File: src/rtl/rom_loader_pkg.sv
// Shared definitions for the ROM loader: FSM state encoding, frame field
// sizes and default parameter values.
package rom_loader_pkg;

  typedef enum logic [2:0] {
    ST_IDLE = 3'd0,
    ST_LEN  = 3'd1,
    ST_DATA = 3'd2,
    ST_CSUM = 3'd3,
    ST_DONE = 3'd4,
    ST_ERR  = 3'd5
  } state_t;

  // Bytes in the little-endian length field and in one ROM word.
  localparam int LEN_BYTES  = 4;
  localparam int WORD_BYTES = 4;

  localparam int DEFAULT_DEPTH   = 4096;
  localparam int DEFAULT_TIMEOUT = 100000;

endpackage

File: src/rtl/rom_loader_timer.sv
// Idle watchdog for the loader. Counts consecutive idle cycles and flags the
// cycle that would be the TIMEOUT_CYC-th idle one, so the owner can leave its
// loading state exactly TIMEOUT_CYC cycles after the last accepted byte.
module rom_loader_timer #(
  parameter int TIMEOUT_CYC = 100000
) (
  input  logic clk,
  input  logic rst,
  input  logic clr_i,
  input  logic en_i,
  output logic expire_o
);

  localparam int CNT_W = $clog2(TIMEOUT_CYC + 1);
  localparam logic [CNT_W-1:0] LAST_IDLE = CNT_W'(TIMEOUT_CYC - 1);

  logic [CNT_W-1:0] r_cnt;

  // Idle counter: clear wins over count; holds at the limit instead of wrapping.
  always_ff @(posedge clk) begin
    if (rst) begin
      r_cnt <= '0;
    end else if (clr_i) begin
      r_cnt <= '0;
    end else if (en_i && (r_cnt != LAST_IDLE)) begin
      r_cnt <= r_cnt + CNT_W'(1);
    end
  end

  assign expire_o = en_i && (r_cnt == LAST_IDLE);

endmodule

File: src/rtl/rom_loader.sv
// Instruction ROM loader. Receives a framed image (4-byte LE word count,
// LE payload words, XOR checksum byte), writes each assembled word to the ROM
// at byte address word_index<<2 and holds the core in reset until the whole
// image has been received and its checksum verified.
module rom_loader
  import rom_loader_pkg::*;
#(
  parameter int DEPTH       = DEFAULT_DEPTH,
  parameter int TIMEOUT_CYC = DEFAULT_TIMEOUT
) (
  input  logic        clk,
  input  logic        rst,
  input  logic        start_i,
  input  logic [7:0]  byte_i,
  input  logic        byte_valid_i,
  output logic        byte_ready_o,
  output logic        rom_we_o,
  output logic [31:0] rom_waddr_o,
  output logic [31:0] rom_wdata_o,
  output logic        core_rst_o,
  output logic        load_done_o,
  output logic        load_err_o
);

  state_t      r_state;
  state_t      w_state_next;

  logic [31:0] r_len;       // word count, shifted in LSB first
  logic [23:0] r_word;      // first three bytes of the word in flight
  logic [29:0] r_word_idx;  // index of the next word to write
  logic [1:0]  r_byte_cnt;  // byte position within length field or word
  logic [7:0]  r_csum;
  logic        r_we;
  logic [31:0] r_waddr;
  logic [31:0] r_wdata;

  logic        w_active;
  logic        w_accept;
  logic        w_byte_last;
  logic        w_start_load;
  logic        w_expire;
  logic        w_tmr_clr;
  logic        w_tmr_en;
  logic [31:0] w_len_full;
  logic [31:0] w_len_m1;
  logic [31:0] w_word_full;
  logic        w_word_last;

  assign w_active     = (r_state == ST_LEN) || (r_state == ST_DATA) || (r_state == ST_CSUM);
  assign w_accept     = w_active && byte_valid_i;
  assign w_start_load = start_i && ((r_state == ST_IDLE) || (r_state == ST_DONE) || (r_state == ST_ERR));
  assign w_byte_last  = (r_state == ST_LEN) ? (r_byte_cnt == 2'(LEN_BYTES - 1))
                                            : (r_byte_cnt == 2'(WORD_BYTES - 1));
  // Value of each field as it will be once the current byte is shifted in.
  assign w_len_full   = {byte_i, r_len[31:8]};
  assign w_word_full  = {byte_i, r_word};
  assign w_len_m1     = r_len - 32'd1;
  assign w_word_last  = ({2'b00, r_word_idx} == w_len_m1);

  assign w_tmr_clr    = w_accept || !w_active;
  assign w_tmr_en     = w_active && !w_accept;

  rom_loader_timer #(
    .TIMEOUT_CYC (TIMEOUT_CYC)
  ) u_timer (
    .clk      (clk),
    .rst      (rst),
    .clr_i    (w_tmr_clr),
    .en_i     (w_tmr_en),
    .expire_o (w_expire)
  );

  // State register.
  always_ff @(posedge clk) begin
    if (rst) begin
      r_state <= ST_IDLE;
    end else begin
      r_state <= w_state_next;
    end
  end

  // Next-state logic: frame parsing, checksum verdict and idle timeout.
  always_comb begin
    w_state_next = r_state;
    case (r_state)
      ST_IDLE: begin
        if (start_i) w_state_next = ST_LEN;
      end
      ST_LEN: begin
        if (w_expire) begin
          w_state_next = ST_ERR;
        end else if (w_accept && w_byte_last) begin
          if (w_len_full > 32'(DEPTH))   w_state_next = ST_ERR;
          else if (w_len_full == 32'd0)  w_state_next = ST_CSUM;
          else                           w_state_next = ST_DATA;
        end
      end
      ST_DATA: begin
        if (w_expire) begin
          w_state_next = ST_ERR;
        end else if (w_accept && w_byte_last && w_word_last) begin
          w_state_next = ST_CSUM;
        end
      end
      ST_CSUM: begin
        if (w_expire) begin
          w_state_next = ST_ERR;
        end else if (w_accept) begin
          w_state_next = (byte_i == r_csum) ? ST_DONE : ST_ERR;
        end
      end
      ST_DONE, ST_ERR: begin
        if (start_i) w_state_next = ST_LEN;
      end
      default: w_state_next = ST_IDLE;
    endcase
  end

  // Datapath: length/word assembly, checksum and the one-cycle write strobe.
  // Reset has priority, so a strobe scheduled on the reset edge is dropped.
  always_ff @(posedge clk) begin
    if (rst) begin
      r_len      <= '0;
      r_word     <= '0;
      r_word_idx <= '0;
      r_byte_cnt <= '0;
      r_csum     <= '0;
      r_we       <= 1'b0;
      r_waddr    <= '0;
      r_wdata    <= '0;
    end else begin
      r_we <= 1'b0;
      if (w_start_load) begin
        r_len      <= '0;
        r_word     <= '0;
        r_word_idx <= '0;
        r_byte_cnt <= '0;
        r_csum     <= '0;
      end else if (w_accept) begin
        case (r_state)
          ST_LEN: begin
            r_len      <= w_len_full;
            r_byte_cnt <= r_byte_cnt + 2'd1;
          end
          ST_DATA: begin
            r_word     <= w_word_full[31:8];
            r_csum     <= r_csum ^ byte_i;
            r_byte_cnt <= r_byte_cnt + 2'd1;
            if (w_byte_last) begin
              r_we       <= 1'b1;
              r_waddr    <= {r_word_idx, 2'b00};
              r_wdata    <= w_word_full;
              r_word_idx <= r_word_idx + 30'd1;
            end
          end
          default: begin
          end
        endcase
      end
    end
  end

  assign byte_ready_o = w_active;
  assign rom_we_o     = r_we;
  assign rom_waddr_o  = r_waddr;
  assign rom_wdata_o  = r_wdata;
  assign core_rst_o   = (r_state != ST_DONE);
  assign load_done_o  = (r_state == ST_DONE);
  assign load_err_o   = (r_state == ST_ERR);

endmodule

File: config.mk
export PLATFORM = sky130hd
export DESIGN_NAME = rom_loader
export DESIGN_NICKNAME = d
export VERILOG_FILES = /design/src/rtl/rom_loader_pkg.sv /design/src/rtl/rom_loader_timer.sv /design/src/rtl/rom_loader.sv
export SDC_FILE = /design/constraint.sdc
export NUM_CORES = 1
export LEC_CHECK = 0
export CAP_MARGIN = 30
export CORE_ASPECT_RATIO = 1.25
export CORE_MARGIN = 5
export CORE_UTILIZATION = 59
export CTS_BUF_LIST = sky130_fd_sc_hd__clkbuf_8
export CTS_CLUSTER_SIZE = 8
export DETAILED_ROUTE_END_ITERATION = 12
export PLACE_DENSITY = 0.9
export SLEW_MARGIN = 20
export SYNTH_ARGS = -nofsm -noshare
export SYNTH_HDL_FRONTEND = slang
export SYNTH_SLANG_ARGS = --single-unit
File: constraint.sdc
create_clock -name clk -period 8.9 [get_ports clk]
set_input_delay 1.335 -clock clk [delete_from_list [all_inputs] [get_ports clk]]
set_output_delay 1.335 -clock clk [all_outputs]
set_load 0.01 [all_outputs]
==> impl_metrics.ini <==
[timing]
finalHoldViolCount = 0
skew_ns = 0.0139
slew_headroom_pct = 36.3
fmax_mhz = 216
rsz0062_at_grt = no
fin_crit_ns = 4.62
worst_slew_pin_slew_ns = 0.952
drv_slew = 0
setup_viol_count_final = 0
fin_crit_sh_pct = 51.9
worst_slack_ns = 4.28
setup-tns-final_ns = 0

[yosys]
synth_top_area_share_pct = 44.5
seq_area_frac_synth_pct = 44.5
async_reset_ff_share_pct = 0
synth_edf_count = 0
syn_area_per_cell_sq_um = 7.78
synth.most_common_cell = nand2_1
yosysWarnings = 0
netlist_instances = 1034
syn_area_sq_um = 8040
synthFlopType = dfxtp_1
ys_ff_latch = 179
synth.distinct_cells = 60
synth_area_leaders = dfxtp_1 45%, nand2_1 13%, a21oi_1 8.5%
synth_area_leader_cell = dfxtp_1
netlist_top_cells_count = 269 x nand2_1, 179 x dfxtp_1, 137 x a21oi_1

[placed_design]
pre_cts_ws_ns = 3.89
routabilityCongestion = 0.920
io_buffers = 78
dpl.hpwl_um = 14000

[job]
maxCapViolCount = 0

[grt]
grt_max_degree = 68
grt_use_total_pct = 25.0
grt_pass1_vias = 6929
grt_pass1_wl_um = 33300
antenna_found_initial = 0
grt_overflow = 0

[route]
dr.pass1.iters = 7
routed_wl_um = 20100
postRouteAntennaNets = 0
post-route-drc-count = 0
via_per_inst = 5.87
wl_per_cell_um = 16.0
vias = 7376
drt_iter0_drc = 533

[min_path]
hp-start = rom_waddr_o[9]$_SDFFE_PP0P_
hold_class = reg -> reg

[layout]
multi_input_area_sq_um = 4190
nFillCells = 1023
seq_area_sq_um = 3580
area_growth_pct = 15.6
final_nets = 1090
drive_above_1_share_pct = 4.97
diodes = 0

[worst_setup_path]
crit_fanout = 67
r2r-start = r_state[2]$_SDFFE_PP0P_
endpoint_kind = flop
critical_path_arrival_ns = 5.00
start_kind = input pin
critPathLaunch = byte_valid_i
worstPathRequired_ns = 9.28
timing_worst_setup_path_type = in -> reg

[clock_network]
cts_hold_buf = 0
ctsResizeCount = 0
cts_num_sinks = 179
cts-root-buf = clkbuf_8
clkTransAtPathRegs_ns = 0.10
cts_buffers = 17
clk_latency_ns = 0.45
cts_tree = done
clk_path_buf_depth = 2
htree_num_levels = 4
post_cts_buffers = 0

[die]
core_area_sq_um = 13300
floorplan.die_area_sq_um = 16100
io_pins = 81
rows = 47
die_h_um = 141
die_x_um = 114
initial_utilization_pct = 60.5

[power]
p_int_w = 0.00113
seq_power_share_pct = 53.3
clkPwrFrac_pct = 36.0
p_sw_share_pct = 27.5
power_density_nw_per_um2 = 167
ir_drop_mv = 0.142
p_leak_nw = 3.08
power.switching_w = 0.000426
combPwrFrac_pct = 10.7

[status]
outcome = completed
-- metrics by stage --
step / instance area [sq um] / util, % / cells / hold WS [ns] / total power [W]
floorplan: 8050 / - / 1035 / 0.432 / 0.000956
global placement: 8840 / 66.5 / 1222 / 0.441 / 0.000999
detailed placement: 8900 / 67.0 / 1226 / 0.449 / 0.00101
CTS: 9300 / 70.0 / 1257 / 0.460 / 0.00156
global route: 9300 / 70.0 / 1257 / 0.477 / 0.00161
finish: 9300 / 70.0 / 1257 / 0.461 / 0.00155
-- layer usage --
metal  wire length (um)  GRT usage [%]  up-vias  part of all wire [%]
met3               1070           3.97       57                   5.3
met4                745           11.2        0                   3.7
met1               7890           29.8     3477                    39
met2              10400           43.8      265                    52
li1                   -              -     3577                     -
met5                  0              0        -                     0
-- cell families (layout without fill, tap and decap cells) --
family,after synthesis,in the layout,share of synthesized area (%)
buffers and inverters,77,128,3.72
other,1,2,0.0466
DFF,179,179,44.5
and+or+nand+nor,493,493,28.1
AOI/OAI and AO/OA,191,191,13.3
muxes,3,3,0.373
adders and majority gates,4,4,0.622
xor gates and xnor gates,86,86,9.36
-- worst paths after layout --
| path | end | slack, ns | cells after the start |
|---|---|---|---|
| min reg2reg | rom_waddr_o[9]$_SDFFE_PP0P_ | 0.46 | 2 |
| max | r_word_idx[29]$_SDFFE_PP0P_ | 4.28 | 10 |
| max reg2reg | r_word_idx[29]$_SDFFE_PP0P_ | 5.37 | 9 |
| min | rom_waddr_o[9]$_SDFFE_PP0P_ | 0.46 | 2 |
-- layout by cell type (no fill, tap or decap), types with 14 or more instances in the layout --
| cell | instances |
|---|---|
| dfxtp_1 | 179 |
| a21oi_1 | 137 |
| xnor2_1 | 41 |
| nand2_1 | 268 |
| clkbuf_8 | 18 |
| nand3_1 | 25 |
| xor2_1 | 45 |
| nor4_1 | 14 |
| nor3_1 | 14 |
| or3_1 | 16 |
| nand4_1 | 19 |
| clkdlybuf4s50_1 | 77 |
| nor2_1 | 73 |
| o21ai_0 | 20 |
-- worst max-delay path, stage by stage --
cell and delay [ns]:
clkdlybuf4s50_1 0.63, nor4bb_4 0.33, buf_4 0.33, and2_2 0.19, buf_4 0.52, and4_1 0.45
nand3_1 0.26, or2_2 0.40, or3_1 0.36, a21oi_1 0.14
-- power groups by stage --
stage | clock network (W) | logic (W) | registers (W)
after floorplan | 0 | 0.000123 | 0.000833
after global placement | 0 | 0.000154 | 0.000845
after detailed placement | 0 | 0.000164 | 0.000846
after CTS | 0.000564 | 0.000164 | 0.000827
after global routing | 0.000600 | 0.000181 | 0.000829
final | 0.000558 | 0.000166 | 0.000827
-- final cells by class --
| class | instances | share of cell area, % |
|---|---|---|
| clock inverter | 13 | 1.60 |
| sequential | 179 | 38.5 |
| tap | 171 | 2.30 |
| timing repair buffer | 87 | 9.42 |
| clock buffer | 18 | 2.66 |
| inverter | 10 | 0.404 |
| multi-input combinational | 779 | 45.1 |
-- state kept, by name (all words and copies together), names as in the netlist --
name	count
r_word_idx	30
r_word	24
rom_wdata_o	32
r_csum	8
rom_waddr_o	30
r_byte_cnt	2
r_len	32
rom_we_o	1
r_state	3
u_timer.r_cnt	17
Power figures use the tool's default switching activity.
